===== src/rtl/s1_pcx_pkg.sv =====
// Shared PCX request-path types and widths for the loader and pcx_fifo.
package s1_pcx_pkg;

    localparam int PCX_DATA_WIDTH  = 124;
    localparam int PCX_REQ_WIDTH   = 5;
    localparam int PCX_FIFO_WIDTH  = 130;
    localparam int PCX_CREDIT_WIDTH = 6;

    typedef struct packed {
        logic                     atom;
        logic [PCX_REQ_WIDTH-1:0] req;
        logic [PCX_DATA_WIDTH-1:0] data;
    } pcx_pkt_t;

    typedef enum logic [2:0] {
        IDLE,
        GNT,
        GNT_A1,
        ATOM_WAIT,
        GNT_A2
    } loader_state_t;

endpackage


===== src/rtl/pcx_credit_ctr.sv =====
// Occupancy counter for the downstream FIFO: reservations in, consumer pops out.
module pcx_credit_ctr #(
    parameter int CNT_WIDTH = 6
) (
    input  logic                 clock,
    input  logic                 aclr_n,
    input  logic [1:0]           inc,
    input  logic                 dec,
    output logic [CNT_WIDTH-1:0] count,
    output logic                 underflow
);

    logic pop_ok;

    // A pop with nothing outstanding is flagged but never decrements.
    assign underflow = dec && (count == '0);
    assign pop_ok    = dec && (count != '0);

    always_ff @(posedge clock or negedge aclr_n) begin
        if (!aclr_n) begin
            count <= '0;
        end else begin
            count <= count + CNT_WIDTH'(inc) - CNT_WIDTH'(pop_ok);
        end
    end

endmodule


===== src/rtl/pcx_req_loader.sv =====
// Terminates the core PCX request port, grants against FIFO credit and
// pushes packed {atom, req, data} words into pcx_fifo.
module pcx_req_loader
    import s1_pcx_pkg::*;
#(
    parameter int FIFO_DEPTH = 32,
    parameter int DATA_WIDTH = PCX_DATA_WIDTH,
    parameter int REQ_WIDTH  = PCX_REQ_WIDTH
) (
    input  logic                          clock,
    input  logic                          aclr_n,
    input  logic [REQ_WIDTH-1:0]          spc_pcx_req_pq,
    input  logic                          spc_pcx_atom_pq,
    input  logic [DATA_WIDTH-1:0]         spc_pcx_data_pa,
    output logic [REQ_WIDTH-1:0]          pcx_spc_grant_px,
    output logic                          fifo_wrreq,
    output logic [DATA_WIDTH+REQ_WIDTH:0] fifo_data,
    input  logic                          fifo_rdreq,
    input  logic                          fifo_full,
    output logic [PCX_CREDIT_WIDTH-1:0]   credits_used,
    output logic                          err
);

    localparam logic [PCX_CREDIT_WIDTH-1:0] LIM_ONE = PCX_CREDIT_WIDTH'(FIFO_DEPTH - 1);
    localparam logic [PCX_CREDIT_WIDTH-1:0] LIM_TWO = PCX_CREDIT_WIDTH'(FIFO_DEPTH - 2);

    loader_state_t state, state_nxt;
    logic          accept;
    logic [1:0]    credit_inc;
    logic          atom_nxt;
    logic          atom_q;
    logic          wr_cycle;
    logic          underflow;

    pcx_credit_ctr #(
        .CNT_WIDTH (PCX_CREDIT_WIDTH)
    ) u_credit (
        .clock     (clock),
        .aclr_n    (aclr_n),
        .inc       (credit_inc),
        .dec       (fifo_rdreq),
        .count     (credits_used),
        .underflow (underflow)
    );

    always_comb begin
        state_nxt  = state;
        accept     = 1'b0;
        credit_inc = 2'd0;
        atom_nxt   = 1'b0;
        wr_cycle   = 1'b0;
        case (state)
            IDLE: begin
                if (spc_pcx_req_pq != '0) begin
                    if (!spc_pcx_atom_pq && credits_used <= LIM_ONE) begin
                        accept     = 1'b1;
                        credit_inc = 2'd1;
                        state_nxt  = GNT;
                    end else if (spc_pcx_atom_pq && credits_used <= LIM_TWO) begin
                        accept     = 1'b1;
                        credit_inc = 2'd2;
                        atom_nxt   = 1'b1;
                        state_nxt  = GNT_A1;
                    end
                end
            end
            GNT: begin
                wr_cycle  = 1'b1;
                state_nxt = IDLE;
            end
            GNT_A1: begin
                wr_cycle  = 1'b1;
                state_nxt = ATOM_WAIT;
            end
            // Second CAS half rides on the slot reserved by the first.
            ATOM_WAIT: begin
                if (spc_pcx_req_pq != '0) begin
                    accept    = 1'b1;
                    state_nxt = GNT_A2;
                end
            end
            GNT_A2: begin
                wr_cycle  = 1'b1;
                state_nxt = IDLE;
            end
            default: state_nxt = IDLE;
        endcase
    end

    always_ff @(posedge clock or negedge aclr_n) begin
        if (!aclr_n) begin
            state            <= IDLE;
            pcx_spc_grant_px <= '0;
            atom_q           <= 1'b0;
            fifo_wrreq       <= 1'b0;
            fifo_data        <= '0;
            err              <= 1'b0;
        end else begin
            state            <= state_nxt;
            pcx_spc_grant_px <= accept ? spc_pcx_req_pq : '0;
            if (accept) begin
                atom_q <= atom_nxt;
            end
            fifo_wrreq <= wr_cycle;
            // The grant register still holds the accepted req during the grant cycle.
            if (wr_cycle) begin
                fifo_data <= {atom_q, pcx_spc_grant_px, spc_pcx_data_pa};
            end
            err <= err | underflow | (fifo_wrreq & fifo_full);
        end
    end

endmodule

===== config.mk =====
export PLATFORM = sky130hd
export DESIGN_NAME = pcx_req_loader
export DESIGN_NICKNAME = d
export VERILOG_FILES = /design/src/rtl/s1_pcx_pkg.sv /design/src/rtl/pcx_credit_ctr.sv /design/src/rtl/pcx_req_loader.sv
export SDC_FILE = /design/constraint.sdc
export NUM_CORES = 1
export LEC_CHECK = 0
export ABC_AREA = 1
export BUFFER_PORTS_ARGS = -buffer_cell sky130_fd_sc_hd__buf_2
export CAP_MARGIN = 0
export CORE_UTILIZATION = 46
export DETAILED_ROUTE_END_ITERATION = 8
export PLACE_DENSITY = 0.9
export SKIP_LAST_GASP = 1
export SYNTH_ARGS = -nofsm -noshare
export SYNTH_HDL_FRONTEND = slang
export SYNTH_SLANG_ARGS = --single-unit

===== constraint.sdc =====
create_clock -name clock -period 3.5 [get_ports clock]
set_clock_uncertainty 0.1 [all_clocks]
set_input_delay 0.175 -clock clock [delete_from_list [all_inputs] [get_ports clock]]
set_output_delay 0.175 -clock clock [all_outputs]
set_load 0.005 [all_outputs]

==> impl_metrics.py <==
metrics = {
    "pwr": {
        "intPower_uw": 5050,
        "p_sw_share_pct": 42.9,
        "clock_power_share_pct": 19.3,
        "p_seq_share_pct": 35.1,
        "power_frac_comb_pct": 45.6,
        "power-per-cell-area_mw_per_mm2": 955,
        "leakage_uw": 0.00530,
        "irDropWorstVdd_v": 0.000601,
        "net-switching-power_uw": 3790,
        "finalPower_uw": 8840,
    },
    "grt": {
        "overflow": 0,
        "grt_util_met2_pct": 55.9,
        "first_pass_grt_wire_length_um": 31900,
        "grt_max_degree": 114,
        "use_met3_pct": 10.1,
        "global_route.usage.total_pct": 32.0,
        "vias_in_the_first_global_route": 6530,
        "global_route.usage.met1_pct": 34.0,
        "gr-max-usage-layer": "met2",
        "number_of_antenna_violations_at_the_first_check_in_global_routing": 0,
    },
    "critical_path": {
        "cp_data_arrival_time_ns": 2.98,
        "worst_setup_path_start_kind": "register",
        "cp_slowest_cell": "sky130_fd_sc_hd__fa_1",
        "critPathMaxFanout": 5,
        "end_kind": "register",
        "worst_path_largest_cell_delay_ns": 0.43,
        "path_cells": "inv_1 > ha_1 > nand2_1 > inv_1 > nand2_1 > nand3_1 > or2_2 > ha_1 > inv_1 > fa_1 > a21oi_1 > nor2_1 > nor2_1 > xor2_1",
        "timing.critical_path.required_ns": 3.74,
        "worst-setup-path-type": "register to register",
        "reg2reg_depth": 14,
        "critical-path-top-cell-by-count": "sky130_fd_sc_hd__inv_1",
    },
    "synthesis": {
        "netlist-cell-type-count": 24,
        "synth_commonest_cells": "sky130_fd_sc_hd__nand2_1, sky130_fd_sc_hd__dfrtp_1, sky130_fd_sc_hd__inv_1",
        "ffs_latches_synth": 147,
        "synth_largest_type_area_fraction_pct": 62.6,
        "synth.most_common_cell": "sky130_fd_sc_hd__nand2_1",
        "avgSynthCellArea_sq_um": 8.73,
        "synth-warning-count": 0,
        "synthesis.instances": 673,
        "ys_seq_area_share_pct": 62.6,
        "asyncSetResetFlopFracSynth_pct": 100,
        "synth.cell_area_sq_mm": 0.00588,
        "yosys.area.top_type": "sky130_fd_sc_hd__dfrtp_1",
        "synth-edff-count": 0,
        "yosys-top-cells-area": "sky130_fd_sc_hd__dfrtp_1, sky130_fd_sc_hd__nand2_1, sky130_fd_sc_hd__ha_1, sky130_fd_sc_hd__buf_2, sky130_fd_sc_hd__inv_1",
        "ys.flop_type": "sky130_fd_sc_hd__dfrtp_1",
        "syn-num-nets": 819,
    },
    "route": {
        "antenna_violating_nets_post_route": 0,
        "routed-via-count": 6246,
        "detailedRoute.firstPassIterationCount": 5,
        "detailedRoute.firstIterationViolations": 554,
        "route.detailed.drc": 0,
        "detail_route.wl_per_cell_um": 16.4,
        "route.final.wire_length_um": 20600,
        "drt-vias-per-instance": 4.96,
    },
    "die": {
        "placement_rows": 40,
        "die-area_sq_mm": 0.0132,
        "design.portCount": 277,
        "initial_core_util_pct": 48.1,
        "dieHeight_um": 115,
        "coreArea_sq_mm": 0.0122,
        "fp.dieW_um": 115,
    },
    "sta": {
        "final_min_period_over_clock_period_pct": 78.4,
        "final-max-slew-violation-count": 0,
        "timing.slew.headroom_pct": 33.9,
        "grt_setup_unrepaired": "no",
        "finalHoldViolations": 0,
        "finalSetupViolCount": 0,
        "fin_worst_hold_slack_ns": 0.0981,
        "fin_ws_ns": 0.755,
        "fin_tns_setup_ns": 0,
        "minimum_clock_period_after_layout_ns": 2.74,
        "clock.fmax_ghz": 0.364,
        "worst_slew_pin_slew_ns": 0.992,
    },
    "clock_network": {
        "clock_sinks": 147,
        "number_of_clock_buffers_inserted_by_tritoncts": 17,
        "clkTransAtPathRegs_ns": 0.06,
        "h_tree_depth": 4,
        "clock_tree_from_tritoncts": "built",
        "root_buf_cell": "sky130_fd_sc_hd__clkbuf_16",
        "clkLatencyLatePin_ns": 0.41,
        "postCtsResizedCells": 0,
        "cts.path.max_buffers": 2,
    },
    "placed_design": {
        "replace_congestion": 0.819,
        "port-buffer-count": 276,
        "placement.setup.worst_slack_ns": 0.759,
        "place.detailed.hpwl_um": 10300,
    },
    "flow_run": {
        "number_of_max_cap_violations": 0,
    },
    "layout": {
        "syn2layout_area_growth_pct": 57.6,
        "num-nets-final": 1223,
        "num-fill-cells": 708,
        "layout_cells_sized_above_1_pct": 29.0,
    },
    "hold_path": {
        "whs_path_depth": 4,
        "worst_hold_path_type": "input port to register",
    },
    "run_status": {
        "outcome": "finished, final reports clean",
    },
}
==> path summary, 6_finish.rpt <==
path / from / end / slack [ns]
min in group asynchronous: aclr_n / fifo_data[29] / 0.39
hold reg to reg: pcx_spc_grant_px[4] / fifo_data[128] / 0.36
max in group asynchronous: aclr_n / fifo_data[119] / 2.00
setup / recovery: u_credit.count[5] / u_credit.count[4] / 0.76
hold / removal: spc_pcx_atom_pq / atom_q / 0.1
setup reg to reg: u_credit.count[5] / u_credit.count[4] / 0.76
==> through the flow <==
stage | cell area (sq um) | cells | util, %
CTS | 9260 | 1258 | 75.8
floorplan | 5880 | 673 | -
detailed placement | 7380 | 1094 | 60.4
global route | 9260 | 1258 | 75.8
finish | 9260 | 1259 | 75.8
global placement | 7380 | 1094 | 60.4
==> power groups by stage <==
stage | Clock, uW | Combinational, uW | Sequential [uW]
after CTS | 1710 | 3790 | 3020
after floorplan | 0 | 2150 | 3110
after global placement | 0 | 3520 | 3000
final | 1710 | 4040 | 3100
after detailed placement | 0 | 3670 | 3030
after global routing | 1810 | 4540 | 3180
==> area by class of cell <==
type                    count  area, sq um  area share (%)
diodes                      1         2.50          0.0270
clock buffers              20          447            4.82
clock inverters            12          109            1.18
inverters                  26          100            1.08
multi-input cells         472         1950            21.1
flip-flops and latches    147         3680            39.7
well taps                 168          210            2.27
repair buffers            413         2760            29.8
==> cells in the final DEF (no fill, tap or decap), types with 3 or more instances in the layout <==
cell,instances
sky130_fd_sc_hd__nand4_1,3
sky130_fd_sc_hd__nand3_1,8
sky130_fd_sc_hd__buf_2,275
sky130_fd_sc_hd__a21oi_1,3
sky130_fd_sc_hd__buf_4,4
sky130_fd_sc_hd__inv_1,24
sky130_fd_sc_hd__nand2_1,420
sky130_fd_sc_hd__ha_1,11
sky130_fd_sc_hd__nor2_1,13
sky130_fd_sc_hd__dfrtp_1,147
sky130_fd_sc_hd__clkinv_2,3
sky130_fd_sc_hd__dlygate4sd3_1,132
sky130_fd_sc_hd__xor2_1,3
sky130_fd_sc_hd__clkinvlp_4,5
sky130_fd_sc_hd__clkbuf_16,17
==> flip-flops by register name (all words and copies together) (netlist names) <==
name and flops:
fifo_data 130, u_credit.count 6, pcx_spc_grant_px 5, state 3, atom_q 1, err 1, fifo_wrreq 1
==> worst max-delay path: cells and delay by family, from the launching register on <==
family          cells  cell delay [ns]
xor+xnor            1             0.16
simple gates        6             0.73
buf+inv             3             0.19
fa+ha+maj           3             0.91
flops               1             0.42
compound gates      1             0.16
==> what timing repair did <==
action,CTS,global route
hold endpoints to repair,241,0
setup buffers,0,0
hold buffers,132,0
==> layer usage <==
metal,wire length [um],vias to the layer above
li1,-,2832
met1,7460,2950
met2,10600,376
met3,1750,88
met4,828,0
met5,0,-
==> cells by family (layout without fill, tap and decap cells) <==
kind of cell | count (synthesis) | count (layout) | share of synthesized area, %
other cells | 0 | 1 | 0
flops | 147 | 147 | 62.6
compound gates | 8 | 8 | 0.788
buf+inv | 54 | 471 | 4.26
xor+xnor | 4 | 4 | 0.596
simple gates | 448 | 448 | 29.1
fa+ha+maj | 12 | 12 | 2.68
Note: power is estimated with default switching activity, not from simulation.
